### src/rtl/hamming_pkg.sv
// Shared constants, types and helpers for the Hamming single-error corrector.
package hamming_pkg;

  localparam int unsigned COLS_DEF = 7;
  localparam int unsigned ROWS_DEF = 3;
  localparam int unsigned DATA_DEF = COLS_DEF - ROWS_DEF;

  // Upper bound on codeword width handled by the generic helpers below
  localparam int unsigned MAX_COLS = 32;
  localparam int unsigned IDX_W    = $clog2(MAX_COLS);

  typedef struct packed {
    logic [COLS_DEF-1:0] code;
    logic [DATA_DEF-1:0] data;
    logic                err;
    logic                uncorr;
  } hamming_rec_t;

  // Column i is a check bit when its syndrome value i+1 is a power of two
  function automatic logic is_parity_pos(input int unsigned i);
    return ((i + 1) & i) == 0;
  endfunction

  // Packs the non-check bits of the first cols bits of code, ascending, into the LSBs
  function automatic logic [MAX_COLS-1:0] extract_data(input logic [MAX_COLS-1:0] code,
                                                        input int unsigned cols);
    logic [MAX_COLS-1:0] data;
    logic [IDX_W-1:0]    k;
    data = '0;
    k    = '0;
    for (int unsigned i = 0; i < MAX_COLS; i++) begin
      if (i < cols && !is_parity_pos(i)) begin
        data[k] = code[IDX_W'(i)];
        k       = k + IDX_W'(1);
      end
    end
    return data;
  endfunction

endpackage

### src/rtl/hamming_corrector_bit_flip.sv
// Syndrome decoder: one-hot flip mask for the erroneous column plus out-of-range flag.
module hamming_bit_flip #(
  parameter int unsigned COLS = 7,
  parameter int unsigned ROWS = 3
) (
  input  logic [ROWS-1:0] syn,
  output logic [COLS-1:0] flip_mask_c,
  output logic            uncorr_c
);

  // Column i carries check-matrix value i+1, so it flips when the syndrome equals it
  for (genvar i = 0; i < COLS; i++) begin : g_col
    assign flip_mask_c[i] = (syn == ROWS'(i + 1));
  end

  assign uncorr_c = 32'(syn) > COLS;

endmodule

### src/rtl/hamming_corrector.sv
// Single-error Hamming corrector with one registered valid/ready output stage.
// Define HAMMING_ERR_CNT_EN to build the saturating corrected-word counter.
module hamming_corrector
  import hamming_pkg::*;
#(
  parameter int unsigned COLS   = COLS_DEF,
  parameter int unsigned ROWS   = ROWS_DEF,
  parameter int unsigned DATA_W = COLS - ROWS,
  parameter int unsigned CNT_W  = 16
) (
  input  logic              clk,
  input  logic              rst_n,
  input  logic              in_valid,
  output logic              in_ready,
  input  logic [COLS-1:0]   in_code,
  input  logic [ROWS-1:0]   in_syn,
  output logic              out_valid,
  input  logic              out_ready,
  output logic [COLS-1:0]   out_code,
  output logic [DATA_W-1:0] out_data,
  output logic              out_err,
  output logic              out_uncorr,
  output logic [CNT_W-1:0]  err_cnt
);

  typedef struct packed {
    logic [COLS-1:0]   code;
    logic [DATA_W-1:0] data;
    logic              err;
    logic              uncorr;
  } rec_t;

  logic [COLS-1:0] flip_mask;
  logic [COLS-1:0] code_fix;
  logic            uncorr;
  logic            xfer;
  logic            corrected;

  logic out_valid_q, out_valid_d;
  rec_t out_rec_q,   out_rec_d;

  hamming_bit_flip #(
    .COLS(COLS),
    .ROWS(ROWS)
  ) u_bit_flip (
    .syn        (in_syn),
    .flip_mask_c(flip_mask),
    .uncorr_c   (uncorr)
  );

  // Ready whenever the output register is empty or being drained this cycle
  assign in_ready  = !out_valid_q || out_ready;
  assign xfer      = in_valid && in_ready;
  assign code_fix  = in_code ^ flip_mask;
  assign corrected = |flip_mask;

  always_comb begin
    out_valid_d = out_valid_q;
    out_rec_d   = out_rec_q;
    if (xfer) begin
      out_valid_d      = 1'b1;
      out_rec_d.code   = code_fix;
      out_rec_d.data   = DATA_W'(extract_data(MAX_COLS'(code_fix), COLS));
      out_rec_d.err    = corrected;
      out_rec_d.uncorr = uncorr;
    end else if (out_ready) begin
      out_valid_d = 1'b0;
    end
  end

  always_ff @(posedge clk or negedge rst_n) begin
    if (!rst_n) begin
      out_valid_q <= 1'b0;
      out_rec_q   <= '0;
    end else begin
      out_valid_q <= out_valid_d;
      out_rec_q   <= out_rec_d;
    end
  end

  assign out_valid  = out_valid_q;
  assign out_code   = out_rec_q.code;
  assign out_data   = out_rec_q.data;
  assign out_err    = out_rec_q.err;
  assign out_uncorr = out_rec_q.uncorr;

`ifdef HAMMING_ERR_CNT_EN
  logic [CNT_W-1:0] err_cnt_q, err_cnt_d;

  // Saturating count of accepted words that needed a bit flip
  always_comb begin
    err_cnt_d = err_cnt_q;
    if (xfer && corrected && (err_cnt_q != '1)) begin
      err_cnt_d = err_cnt_q + CNT_W'(1);
    end
  end

  always_ff @(posedge clk or negedge rst_n) begin
    if (!rst_n) begin
      err_cnt_q <= '0;
    end else begin
      err_cnt_q <= err_cnt_d;
    end
  end

  assign err_cnt = err_cnt_q;
`else
  assign err_cnt = '0;
`endif

endmodule
### config.mk
export PLATFORM = sky130hd
export DESIGN_NAME = hamming_corrector
export DESIGN_NICKNAME = d
export VERILOG_FILES = /design/src/rtl/hamming_pkg.sv /design/src/rtl/hamming_corrector_bit_flip.sv /design/src/rtl/hamming_corrector.sv
export SDC_FILE = /design/constraint.sdc
export NUM_CORES = 1
export LEC_CHECK = 0
export ABC_CLOCK_PERIOD_IN_PS = 1700
export BUFFER_PORTS_ARGS = -buffer_cell sky130_fd_sc_hd__buf_2
export CELL_PAD_IN_SITES_DETAIL_PLACEMENT = 1
export CELL_PAD_IN_SITES_GLOBAL_PLACEMENT = 1
export CORE_MARGIN = 2
export CORE_UTILIZATION = 30
export CTS_BUF_LIST = sky130_fd_sc_hd__clkbuf_4 sky130_fd_sc_hd__clkbuf_8 sky130_fd_sc_hd__clkbuf_16
export CTS_CLUSTER_SIZE = 28
export DETAILED_ROUTE_END_ITERATION = 12
export PLACE_DENSITY = 0.94
export SYNTH_ARGS = -nofsm -noshare
export SYNTH_HDL_FRONTEND = slang
export SYNTH_SLANG_ARGS = --single-unit
export TNS_END_PERCENT = 100
### constraint.sdc
create_clock -name clk -period 1.7 [get_ports clk]
set_clock_uncertainty 0.2 [all_clocks]
set_input_delay 0.34 -clock clk [delete_from_list [all_inputs] [get_ports clk]]
set_output_delay 0.34 -clock clk [all_outputs]
set_load 0.02 [all_outputs]
==> impl_metrics.toml <==
[clock_tree]
clk_pin_slew_worst_paths_ns = 0.06
clock_tree.htree_level_count = 1
tritoncts.num_buffers = 3
number_of_buffers_on_the_longest_clock_path = 2
cts_tree = "built"
worst_skew_pair.late_latency_ns = 0.26
cts_num_sinks = 9
clock-root-buffer = "clkbuf_4"
setup_fix_bufs_post_cts = 0

[layout]
post_route_utilization_pct = 37.76
antenna_cells_inserted = 0
layout-drive-gt1-share_pct = 48.24
layout-area-overhead-vs-synth_pct = 17.69
final_nets = 100

[floorplanning]
die-area_um2 = 2480
placeableCoreArea_um2 = 1962
start_util_pct = 32.08
floorplan.io_pins = 45
die-width_um = 49.80
num_rows = 16
die-height_um = 49.80

[global_route]
residual_overflow_from_global_routing = 0
grt_first_pass_wirelength_um = 1938
grt_antenna_before_repair = 0
groute.usage.overall_pct = 10.93
number_of_global_route_vias_before_repair = 425
grt_start_max_net_pins = 10

[sta]
final_hold_viol_count = 0
grt_setup_unrepaired = "false"
setup_viol = 0
min_period_over_period_pct = 86.70
timing.fmax_mhz = 678.4
totalNegativeSetupSlack_ns = 0
timing_max_transition_violations_final = 0
post-route-min-period_ns = 1.474

[drt]
drt-total-wl_um = 1276
via_density_per_instance = 3.902
drt_drc_violations_left = 0
ant_nets = 0
vias = 437
drtPass1Iterations = 1
detailedRoute.firstIterationViolations = 0
detail_route.wl_per_cell_um = 11.39

[setup_path]
arrival_ns = 0.93
cp.buffers_inverters = 1
critPathMaxStageDelay_ns = 0.38
cp-end-kind = "primary output"
critical_path_top_delay_cell = "dfrtp_1"
critical-path-top-delay-family = "flip-flops"
launching_element_type_of_the_critical_path = "flip-flop"
setup.worst_path.class = "reg2out"
crit_chain = "nand2b_2 -> buf_2"
worstPathRequired_ns = 1.16
crit_path_max_fanout = 5

[yosys]
synth.largest_area_cell = "dfrtp_1"
post-synth-top-count-cell = "buf_4"
synth_warnings = 0
post_synth.cell_area_avg_um2 = 10.85
ys_top_cells_by_area = "dfrtp_1, buf_4, mux2_2"
netlist_area_um2 = 629.4
synth_cell_types = 16
synth_largest_type_area_fraction_pct = 35.79
synth_edf_count = 0
gate_count_of_the_mapped_netlist = 58
synth.yosys.seq_area_share_pct = 35.79
async_reset_ff_share_pct = 100.0
synth_seq_cells = 9
yosys_most_used_dff = "dfrtp_1"
synth.cells.most_frequent = "buf_4, dfrtp_1, mux2_2"

[power]
pwr_density_cell_nw_per_um2 = 945.1
maximum_ir_drop_on_the_vdd_rail_uv = 293.0
p_leak_nw = 0.3653

[status]
outcome = "finished clean"

[run]
timing.max_cap.violations = 0

[placed_design]
gp_congestion = 0.6712
hpwl_um = 1027
io_buffer_count = 27

[min_path]
timing.hold.worst.class = "in2reg"
## worst paths after layout
check	startpoint	end	slack (ns)	cells after the start
worst max-delay path	out_valid$_DFFE_PN0P_	in_ready	0.23	2
worst min-delay path	in_valid	out_err$_DFFE_PN0P_	0.12	2
worst max register to register	out_valid$_DFFE_PN0P_	out_code[2]$_DFFE_PN0P_	0.38	3
worst min register to register	out_code[3]$_DFFE_PN0P_	out_code[3]$_DFFE_PN0P_	0.29	1
max in group asynchronous	rst_n	out_code[2]$_DFFE_PN0P_	0.85	2
min in group asynchronous	rst_n	out_code[5]$_DFFE_PN0P_	0.27	2
## where the power goes
part           switching, mW  internal (mW)
sequential            0.0195          0.249
clock                 0.0748          0.106
combinational          0.163         0.0881
total                  0.257          0.443
## metrics by stage
| stage | setup WS [ns] | power, mW | cells | hold slack, ns | cell area, µm² |
|---|---|---|---|---|---|
| after global placement | 0.2307 | 0.5165 | 107 | -0.007447 | 700.7 |
| after CTS | 0.2008 | 0.7163 | 112 | 0.1081 | 740.7 |
| after global routing | 0.1669 | 0.7332 | 112 | 0.1349 | 740.7 |
| after floorplan | 0.2450 | 0.4844 | 74 | -0.1556 | 689.4 |
| after detailed placement | 0.1659 | 0.5259 | 107 | 0.0007115 | 700.7 |
| final | 0.2260 | 0.7001 | 112 | 0.1156 | 740.7 |
## cell type report
type / count / area, µm²
Clock buffer: 4 / 30.03
Fill cell: 244 / 1221
Multi-Input combinational cell: 44 / 306.5
Sequential cell: 9 / 225.2
Tap cell: 27 / 33.78
Timing Repair Buffer: 28 / 145.1
## cell families after synthesis
group,after synthesis,share of synthesized area [%]
simple gates,11,14.51
buf+inv,21,25.05
xor+xnor,7,9.742
other cells,1,0.5958
flops,9,35.79
mux,7,12.52
compound gates,2,1.789
## state kept, by name (all words and copies together), names as in the netlist
name,count
out_code,7
out_err,1
out_valid,1
## what timing repair did
item | in CTS | in global routing
gates resized for setup | 0 | 0
hold buffers | 1 | 0
endpoints found under the hold margin | 9 | 0
## per-layer routing
layer  track usage, %  vias up  part of all wire (%)
met1            10.84      200                    35
li1                 -      206                     -
met5                0        -                     0
met2            19.11       27                    53
met4            8.333        0                   2.4
met3            3.030        4                   9.2
## layout by cell type, fill, tap and decap left out, drive strengths merged
cell and count:
a31oi 1, nor3b 3, nand3 1, conb 17, a21oi 1, xor2 3
clkbuf 4, mux2 7, dlygate4sd3 1, nand2b 2, nand2 1, dfrtp 9
nor3 1, nand3b 3, buf 27, xnor2 4
Power figures use the tool's default switching activity.
